==> config.mk <==
export PLATFORM = sky130hd
export DESIGN_NAME = disp_cont_mod16
export DESIGN_NICKNAME = d
export VERILOG_FILES = /design/src/rtl/disp_cont_mod16.sv
export SDC_FILE = /design/constraint.sdc
export NUM_CORES = 1
export LEC_CHECK = 0
export BUFFER_PORTS_ARGS = -buffer_cell sky130_fd_sc_hd__buf_2
export CORE_MARGIN = 4
export CORE_UTILIZATION = 33
export DETAILED_ROUTE_END_ITERATION = 12
export GPL_TIMING_DRIVEN = 0
export SYNTH_ARGS = -nofsm -noshare
export SYNTH_HDL_FRONTEND = slang
export SYNTH_SLANG_ARGS = --single-unit
export TNS_END_PERCENT = 100
==> constraint.sdc <==
create_clock -name Clk -period 4.4 [get_ports Clk]
set_clock_uncertainty 0.2 [all_clocks]
set_input_delay 0.22 -clock Clk [delete_from_list [all_inputs] [get_ports Clk]]
set_output_delay 0.22 -clock Clk [all_outputs]
set_load 0.1 [all_outputs]
==> src/rtl/disp_cont_mod16.sv <==
// disp_cont_mod16
// Two-digit multiplexed 7-segment display for the mod-16 irrigation timer
// counter. Once per scan frame it captures the counter value and direction,
// splits the value into tens and units, and scans the two digits onto a
// shared segment bus. Each digit is preceded by a short blanking gap, and a
// leading zero in the tens place is suppressed.
//
// Parameters
//   SCAN_DIV   clock cycles each digit stays lit (1..65535)
//   BLINK_DIV  clock cycles per blink half-period (1..16777215)
//
// Ports
//   Clk             system clock, rising edge
//   Rst             synchronous active-high reset
//   Q3..Q0          counter state, Q3 is the MSB
//   Y               counter direction, 1 = counting up
//   Seg[6:0]        segments a..g, active-high, Seg[6] = a
//   Dp              decimal point, active-high, lit on units when counting up
//   An[1:0]         digit enables, active-low, An[0] = units, An[1] = tens
//
// Optional feature
//   DISP_BLINK_EN   when defined, a displayed value of 0 flashes with a
//                   half-period of BLINK_DIV cycles to signal timer expiry.
module disp_cont_mod16 #(
  parameter int SCAN_DIV  = 1000,
  parameter int BLINK_DIV = 250000
) (
  input  logic       Clk,
  input  logic       Rst,
  input  logic       Q3,
  input  logic       Q2,
  input  logic       Q1,
  input  logic       Q0,
  input  logic       Y,
  output logic [6:0] Seg,
  output logic       Dp,
  output logic [1:0] An
);

  typedef enum logic [1:0] {
    GAP1 = 2'd0,
    DIG0 = 2'd1,
    GAP0 = 2'd2,
    DIG1 = 2'd3
  } state_t;

  localparam logic [15:0] GAP_LAST  = 16'd1;
  localparam logic [15:0] SCAN_LAST = 16'(SCAN_DIV - 1);

  state_t      state;
  state_t      state_nxt;
  logic        state_done;
  logic [15:0] presc;
  logic [3:0]  val;
  logic        ydir;
  logic        tens;
  logic [3:0]  units;
  logic        blink_blank;

  // Next-state logic: the gap states always last two cycles, the digit
  // states last SCAN_DIV cycles. The prescaler counts cycles spent in the
  // current state, so each state ends when it reaches its last count.
  always_comb begin
    state_nxt  = state;
    state_done = 1'b0;
    case (state)
      GAP1: if (presc == GAP_LAST)  state_nxt = DIG0;
      DIG0: if (presc == SCAN_LAST) state_nxt = GAP0;
      GAP0: if (presc == GAP_LAST)  state_nxt = DIG1;
      DIG1: if (presc == SCAN_LAST) state_nxt = GAP1;
      default:                      state_nxt = GAP1;
    endcase
    state_done = (state_nxt != state);
  end

  // State register and prescaler. The prescaler restarts from zero on every
  // transition; reset drops any partly shown frame and restarts at GAP1.
  always_ff @(posedge Clk) begin
    if (Rst) begin
      state <= GAP1;
      presc <= 16'd0;
    end else begin
      state <= state_nxt;
      presc <= state_done ? 16'd0 : presc + 16'd1;
    end
  end

  // Counter capture. The value is only sampled while the display is blanked
  // in GAP1, so the last GAP1 edge decides what the whole frame shows and a
  // counter change mid-frame can never split the two digits.
  always_ff @(posedge Clk) begin
    if (Rst) begin
      val  <= 4'd0;
      ydir <= 1'b0;
    end else if (state == GAP1) begin
      val  <= {Q3, Q2, Q1, Q0};
      ydir <= Y;
    end
  end

  assign tens  = (val >= 4'd10);
  assign units = tens ? (val - 4'd10) : val;

`ifdef DISP_BLINK_EN
  localparam logic [23:0] BLINK_LAST = 24'(BLINK_DIV - 1);

  logic [23:0] blink_cnt;
  logic        blink_on;

  // Free-running blink timebase; the phase flips every BLINK_DIV cycles and
  // starts in the lit phase after reset.
  always_ff @(posedge Clk) begin
    if (Rst) begin
      blink_cnt <= 24'd0;
      blink_on  <= 1'b1;
    end else if (blink_cnt == BLINK_LAST) begin
      blink_cnt <= 24'd0;
      blink_on  <= ~blink_on;
    end else begin
      blink_cnt <= blink_cnt + 24'd1;
    end
  end

  assign blink_blank = (val == 4'd0) && !blink_on;
`else
  // No blinking in this build. BLINK_DIV is always positive, so this is a
  // constant zero that merely keeps the parameter referenced.
  assign blink_blank = (BLINK_DIV < 0);
`endif

  function automatic logic [6:0] font(input logic [3:0] digit);
    case (digit)
      4'd0:    font = 7'h7E;
      4'd1:    font = 7'h30;
      4'd2:    font = 7'h6D;
      4'd3:    font = 7'h79;
      4'd4:    font = 7'h33;
      4'd5:    font = 7'h5B;
      4'd6:    font = 7'h5F;
      4'd7:    font = 7'h70;
      4'd8:    font = 7'h7F;
      4'd9:    font = 7'h7B;
      default: font = 7'h00;
    endcase
  endfunction

  // Moore output decode from registered state only. Gaps are dark, the
  // tens digit is dark when it would be a leading zero, and an expired
  // timer (value 0) may be blanked entirely by the blink phase.
  always_comb begin
    An  = 2'b11;
    Seg = 7'h00;
    Dp  = 1'b0;
    if (!blink_blank) begin
      case (state)
        DIG0: begin
          An  = 2'b10;
          Seg = font(units);
          Dp  = ydir;
        end
        DIG1: begin
          if (tens) begin
            An  = 2'b01;
            Seg = font(4'd1);
          end
        end
        default: begin
          An  = 2'b11;
          Seg = 7'h00;
          Dp  = 1'b0;
        end
      endcase
    end
  end

endmodule
Yosys cells after proc, flatten, opt, wreduce, memory -nomap -nowiden --
Memories as Yosys holds them, arrays and structs flattened. Cells that the tools add are included. W data, S select, Z words.
Word-level totals: bits in registers 23, ROM bits 112, input port bits 7, output and inout bits 10, word-level logic and storage cells 27, memories kept 1
Operators by class: add/sub/neg operators 2, magnitude comparators 1, equality and inequality tests 6, muxes and demuxes 11, reductions and logical operators 2
Memory list:
- (name not given) | depth 16, bits a word 7, read ports 1, clocked after memory_dff 0, wr ports 0, line 132 | case (digit)
Operators with widths (count):
- $add A16 B1 Y16 const B | 1
- $eq A16 B1 Y1 const B | 1
- $eq A16 B10 Y1 const B | 1
- $pmux W7 S2 | 1
- $mux W2 | 5
- $pmux W2 S4 | 1
- $mux W6 | 1
- $eq A2 B2 Y1 const B | 2
- $ge A4 B4 Y1 const B | 1
- $mux W4 | 1
- $pmux W2 S2 | 1
- $sub A4 B4 Y4 const B | 1
- $eq A2 B1 Y1 const B | 1
- $logic_not A2 Y1 | 1
- $ne A2 B2 Y1 | 1
- $reduce_or A2 Y1 | 1
- $mux W1 | 1

Longest topological paths before layout --
Gate-level depths: netlist of run 1.
depth after elaboration 5, depth in mapped cells 7, depth with buffers taken out 6

Worst setup path before layout of run 1 --
No wires, ideal clock.
path kind register to output, start point reg val[1], end point out Seg[4], arrival time 4037 ps, data required time 3980 ps, setup slack -57 ps, cell stages (with the launch flop) 4, buffers on the path 1, path through dfxtp_1 clkbuf_1 o2111ai_1 o21ai_0
Between the ends: longest elaborated chain between the ends 4, elaborated cells on any way between the ends 6, classes of those cells add/sub: 1; order compare: 1; mux: 3; memory: 1
Ends and longest elaborated chain:
- from (decl) | line 54 | logic [3:0] val;
- from (signal assigned) | line 96 | val <= {Q3, Q2, Q1, Q0};
- $sub A4 B4 Y4 / $ge A4 B4 Y1 (equally long branches) | line 102, 101
- $mux W4 | line 102 | assign units = tens ? (val - 4'd10) : val;
- $mem_v2 Z16 W7
- $pmux W7 S2 (*) | line 155 | case (state)
- to (decl) | line 35 | output logic [6:0] Seg,
Every way passes the cells marked *; elsewhere a longest branch is shown, timed or not.

Final worst setup path of run 1 --
Same ends and word-level chain as after synthesis.

==> impl_results.md, run 1 <==
- Status: finished clean
- Worst vdd ir: 0.156 mV
- Setup bufs post-CTS: 0
- Slew of the pin with the lowest slew margin: 0.535 ns
- Post-synthesis sequential area ratio: 36.0%
- Leak Pwr: 0.560 nW
- Total CTS buffers: 3
- HP Start: Q1
- Crit path cell chain: clkbuf_1 > inv_1 > ha_1 > o21ai_0 > o21ai_0 > o21ai_0 > buf_2
- DRT iter0 DRCs: 45
- Worst path most repeated cell: o21ai_0
- 1st-pass router iterations: 4
- GRT Total Usage: 11.7%
- Hold Path End: val[1]
- Via count: 1173
- Die area: 4940 um2
- M2 GR Usage: 19.3%
- Max Cap Viol: 0
- Placer congestion estimate: 0.790
- Worst slack, placed: 1.79 ns
- Final hold vios: 0
- H-tree levels: 1
- GRT busiest layer: met2
- Starting Density: 34.4%
- Final Slew Violations: 0
- First-pass GRT wire length: 4.70 mm
- CTS tree: built
- Design Area, Final: 1510 um2
- Crit path required time: 3.98 ns
- Row count: 22
- Syn_nets: 172
- Clock Sink Count: 23
- Die X: 70.3 um
- Core area: 3720 um2
- Slew HR: 64.1%
- Post-place instance area: 1430 um2
- Area of the mapped netlist: 1280 um2
- GRT met3 Usage: 2.16%
- Synth unique cells: 40
- Port Buffers: 16
- Commonest non-fill, non-tap cells in the layout: dfxtp_1, nor2_1, buf_2, a21oi_1
- Setup Crit Path Kind: reg2out
- Critical-path top delay cell: buf_2
- Post-CTS sizing: 0
- Hold Buf Count CTS: 4
- DR WL/cell: 11.8 um
- Hold Path Depth: 3
- Design Power: 560 uW
- Largest net degree at the start of global routing: 14
- Fin cells: 231
- CP Capture Type: output port
- Die span in y: 70.3 um
- Crit path max fanout: 9
- Post-Syn Area per Cell: 8.05 um2
- # DRC: 0
- Reg2reg setup slack: 2.20 ns
- RSZ-0062 raised after global routing: false
- Crit path max-delay family: compound AO/OA/AOI/OAI gates
- Final setup viols: 0
- Reg2Reg Depth: 6
- Clock Tree Root: clkbuf_8
- Synth warn: 0
- Layout cell share with drive strength beyond 1: 15.8%
- Synth Instances: 159
- Synthesis-to-finish area growth: 18.2%
- Worst R2R End: presc[9]
- Clk pin slew, worst setup/hold paths: 0.08 ns
- Vias in the first global route: 1062
- R2R Path Start: presc[0]
- Filler instances: 411
- Hold Crit Class: in2reg
- Arr. time, crit path: 2.47 ns
- Commonest non-fill, non-tap cell in the layout: dfxtp_1
- Total gr overflow: 0
- Setup tns final: 0 ns
- Fin worst setup slack: 1.51 ns
- Nets: 197
- WP buf/inv: 3
- Synth Register Bits: 23
- Fmax achieved: 0.345 GHz
- Crit path time final: 2.89 ns
- Setup crit start kind: register
- Antenna cells: 0
- Dpl cells: 223
- Fin crit share: 65.8%
- Final ANT Viol Nets: 0
- Initial antenna violation count: 0
- Ports: 17
- P per Cell Area: 370 nW/um2
- M1 GR Usage: 14.4%
- Clock latency at the later pin of the worst-skew pair: 0.26 ns
- Total wire length: 2.73 mm
- CP peak stage delay: 0.45 ns
- Post-DP HPWL: 1.98 mm
- Via density: 5.08
- Clock Path Buffers: 2
==> layer usage <==
| layer | wire length [um] | share of wire (%) |
|---|---|---|
| met4 | 53 | 1.9 |
| met5 | 0 | 0 |
| met2 | 1300 | 48 |
| met1 | 1250 | 46 |
| met3 | 126 | 4.6 |
==> tightest hold or removal path, cell delays in order <==
cell and delay (ns):
buf_2 0.09, nand2_1 0.05, a21oi_1 0.06
==> registers in the layout (all words and copies together), names as in the netlist <==
register  cells
presc        16
state         2
val           4
ydir          1
==> metrics by stage <==
| stage | util [%] | hold WS [ns] |
|---|---|---|
| floorplan | - | 0.0891 |
| global placement | 38.4 | 0.267 |
| detailed placement | 38.4 | 0.273 |
| CTS | 40.7 | 0.0000155 |
| global route | 40.7 | 0.00356 |
| finish | 40.7 | 0.00873 |
==> cell type report <==
class	count	area (um2)	area share, %
multi-input cells	122	769	50.9
flip-flops and latches	23	460	30.4
repair buffers	20	120	7.94
well taps	48	60.1	3.97
clock buffers	3	41.3	2.73
inverters	9	33.8	2.23
plain buffers	5	22.5	1.49
clock inverters	1	5.00	0.331
==> worst max path at each step <==
stage	startpoint	to	depth (start not counted)
global route	val[1]	Seg[5]	7
global placement	val[1]	Seg[5]	7
floorplan	val[1]	Seg[4]	6
CTS	val[1]	Seg[4]	7
detailed placement	val[1]	Seg[4]	7
finish	val[1]	Seg[4]	7
==> cell usage after synthesis, drive strengths merged <==
master	count	share of area, %
nand3	8	4.1
o21ba	1	0.78
a21oi	14	5.5
nor4b	1	0.68
a22o	2	1.4
and3	2	1.1
o211ai	1	0.59
xor2	5	3.4
ha	6	5.9
o31ai	2	1.2
nand2	11	3.2
o2111ai	1	0.68
or3	2	0.98
or4	3	2.2
nor2	20	5.9
and2	1	0.49
and4	2	1.5
o311ai	1	0.68
o21ai	12	4.7
nand2b	1	0.49
xnor2	7	4.8
a21o	1	0.59
dfxtp	23	36
a31o	1	0.68
nor3	5	2.0
a22oi	1	0.59
nand4	5	2.4
clkbuf	4	1.2
inv	9	2.6
nor4	3	1.5
nand3b	1	0.59
a41oi	1	0.68
buf	1	0.59
a21boi	1	0.59
==> kinds of logic (layout without fill, tap and decap cells) <==
kind of cell | Yosys count | count (layout) | share of synthesized area [%]
adders and majority gates | 6 | 6 | 5.86
and+or+nand+nor | 65 | 65 | 27.0
xor gates and xnor gates | 12 | 12 | 8.21
buffers and inverters | 14 | 38 | 4.40
DFF | 23 | 23 | 36.0
AOI/OAI and AO/OA | 39 | 39 | 18.6
==> where the power goes <==
| group | leakage [nW] | switching [mW] | internal, mW |
|---|---|---|---|
| clock network | 0.0255 | 0.0642 | 0.0632 |
| logic | 0.347 | 0.156 | 0.0468 |
| registers | 0.187 | 0.0113 | 0.219 |
| total | 0.560 | 0.231 | 0.329 |
Note: power is estimated with default switching activity, not from simulation.
==> run 2, diff against run 1 <==
--- a/config.mk
+++ b/config.mk
@@ -5,6 +5,7 @@
 export SDC_FILE = /design/constraint.sdc
 export NUM_CORES = 1
 export LEC_CHECK = 0
+export ABC_AREA = 1
 export BUFFER_PORTS_ARGS = -buffer_cell sky130_fd_sc_hd__buf_2
 export CORE_MARGIN = 4
 export CORE_UTILIZATION = 33
==> constraint.sdc (replaced) <==
create_clock -name Clk -period 2.6 [get_ports Clk]
set_clock_uncertainty 0.2 [all_clocks]
set_input_delay 0.13 -clock Clk [delete_from_list [all_inputs] [get_ports Clk]]
set_output_delay 0.13 -clock Clk [all_outputs]
set_load 0.1 [all_outputs]
==> run 2 against run 1 <==
Against the previous run: routed wire length increased by 8.7%; first-iteration DRC count is 8.9% higher; synthesized cell count increased by 42%; highest routed layer unchanged.
==> impl_results.md, run 2 <==
- Total CTS buffers: 3 (unchanged)
- Slew of the pin with the lowest slew margin: 0.488 ns (-0.0471 ns)
- Placer congestion estimate: 0.860 (+8.9%)
- Synth Register Bits: 23 (unchanged)
- Post-Syn Area per Cell: 6.23 um2 (-23%)
- RSZ-0062 raised after global routing: false
- Total gr overflow: 0 (unchanged)
- CP Capture Type: output port
- Clock latency at the later pin of the worst-skew pair: 0.26 ns (about the same)
- Layout cell share with drive strength beyond 1: 11.6% (-4.3 points)
- Port Buffers: 16 (unchanged)
- DRT iter0 DRCs: 49 (+8.9%)
- Syn_nets: 239 (+39%)
- Commonest non-fill, non-tap cell in the layout: nand2_1
- Largest Register: presc
- Clk pin slew, worst setup/hold paths: 0.08 ns (about the same)
- Ports: 17 (unchanged)
- Reg2Reg Depth: 9 (+3)
- Post-DP HPWL: 2.28 mm (+15%)
- Die X: 73.3 um (+4.4%)
- Hold Crit Class: in2reg
- H-tree levels: 1 (unchanged)
- Clock Path Buffers: 2 (unchanged)
- Area of the mapped netlist: 1410 um2 (+10%)
- Core area: 4060 um2 (+9.2%)
- # DRC: 0 (unchanged)
- Initial antenna violation count: 0 (unchanged)
- Number of flops mapped to enable cells by yosys: 0 (unchanged)
- Status: finished clean
- Largest registers: presc x16, val x4, state x2
- Slew HR: 67.7% (+3.6 points)
- Final hold vios: 0 (unchanged)
- P per Cell Area: 595 nW/um2 (+61%)
- Die area: 5380 um2 (+8.9%)
- WP buf/inv: 2 (-1)
- Setup Crit Path Kind: reg2out
- Fin crit share: 92.5%
- Post-synthesis sequential area ratio: 32.7% (-3.3 points)
- Die span in y: 73.3 um (+4.4%)
- Post-synth top flop: dfxtp_1
- Starting Density: 34.7% (+0.28 points)
- First-pass GRT wire length: 5.20 mm (+11%)
- Critical-path top delay cell: buf_2
- Arr. time, crit path: 2.07 ns (-0.40 ns)
- Synthesis-to-finish area growth: 18.3% (about the same)
- CTS tree: built
- Via density: 4.42 (-13%)
- Via count: 1330 (+13%)
- Crit path cell chain: inv_1 > ha_1 > nand2_1 > nand2_1 > nand2_1 > nand2_1 > nand2_1 > nor2_1 > buf_2
- Largest net degree at the start of global routing: 14 (unchanged)
- Max reg flops: 16 (unchanged)
- Final setup viols: 0 (unchanged)
- Vias in the first global route: 1162 (+9.4%)
- Top post-synthesis cells by count: nand2_1, nor2_1, inv_1
- Setup crit start kind: register
- Final Slew Violations: 0 (unchanged)
- Reg2reg setup slack: 0.82 ns (-1.38 ns)
- Final core occ: 41.1% (+0.37 points)
- Synth top area cells: dfxtp_1, nand2_1, nor2_1
- Synth unique cells: 20 (-50%)
- 1st-pass router iterations: 4 (unchanged)
- Synth warn: 0 (unchanged)
- DR WL/cell: 9.86 um (-17%)
- Max Cap Viol: 0 (unchanged)
- Total wire length: 2.97 mm (+8.7%)
- Fmax achieved: 0.416 GHz
- Crit path max-delay family: simple AND/OR/NAND/NOR gates
- Crit path required time: 2.27 ns (-1.71 ns)
- Leak Pwr: 0.701 nW (+25%)
- Synth Instances: 226 (+42%)
- Nets: 265 (+35%)
- Design Power: 992 uW (+77%)
- CP peak stage delay: 0.42 ns (-0.03 ns)
- Commonest non-fill, non-tap cells in the layout: nand2_1, nor2_1, inv_1, dfxtp_1
- Logic depth of the worst setup path including buffers: 9 (+2)
- Worst vdd ir: 0.300 mV (+93%)
- Crit path time final: 2.40 ns
- Clock Sink Count: 23 (unchanged)
- Hold Path Depth: 4 (+1)
- Final ANT Viol Nets: 0 (unchanged)
- Yosys top cell area share: 32.7% (-3.3 points)
- GRT Total Usage: 12.2% (+0.47 points)
- Worst path most repeated cell: nand2_1
- Crit path max fanout: 5 (-4)
- Asr flop ratio synth: 0% (unchanged)
- Antenna cells: 0 (unchanged)
- Row count: 23 (+4.5%)
- Clock Tree Root: clkbuf_8
- Cell taking the most area after synthesis: dfxtp_1
==> run 2: final timing paths <==
kind              endpoint  startpoint
setup / recovery    Seg[1]      val[1]
hold / removal    state[1]         Rst
setup reg to reg  presc[0]    presc[0]
hold reg to reg       ydir        ydir
==> run 2: worst min-delay path: stages <==
cell     delay [ns]
buf_2          0.08
inv_1          0.13
nand2_1        0.11
nor2_1         0.03
==> run 2: layout make-up <==
type	instances	area, um2
Inverter	34	128
Timing Repair Buffer	21	140
Fill cell	439	2390
Multi-Input combinational cell	168	815
Tap cell	50	62.6
Buffer	1	15.0
Sequential cell	23	460
Clock buffer	3	41.3
Clock inverter	1	5.00
==> run 2: kinds of logic after synthesis <==
logic type | share of synthesized area, %
AO/OA/AOI/OAI | 7.19
XOR/XNOR | 3.73
adder cells (fa/ha/maj) | 5.33
buffers and inverters | 10.1
flip-flops | 32.7
AND/OR/NAND/NOR | 40.9
==> run 2: where the power goes <==
part	total, mW	internal [mW]	leakage [nW]	switching (mW)
sequential	0.396	0.373	0.187	0.0233
clock	0.221	0.107	0.0255	0.115
combinational	0.375	0.0860	0.488	0.289
total	0.992	0.566	0.701	0.427
==> run 2: stage by stage <==
stage	setup slack, ns	instance area (um2)	hold WS (ns)	std cells	TNS [ns]
floorplan	-0.312	1420	0.122	226	-1.25
global placement	0.440	1560	0.229	292	0
detailed placement	0.453	1560	0.231	292	0
CTS	0.144	1660	0.0474	301	0
global route	0.0258	1670	0.0953	301	0
finish	0.196	1670	0.0484	301	0
==> run 2: metal layers <==
| layer | GRT usage [%] | vias up | share of wire (%) |
|---|---|---|---|
| met5 | 0 | - | 0 |
| met4 | 1.81 | 0 | 0.44 |
| met3 | 3.01 | 2 | 4.5 |
| met2 | 20.2 | 20 | 46 |
| met1 | 16.4 | 562 | 49 |
| li1 | - | 746 | - |
==> run 2: what timing repair did <==
item                       in CTS  in global routing
hold buffers                    5                  0
setup endpoints to repair       0                  4
gates resized for setup         0                  4
buffers inserted                0                  0
hold endpoints to repair        5                  0
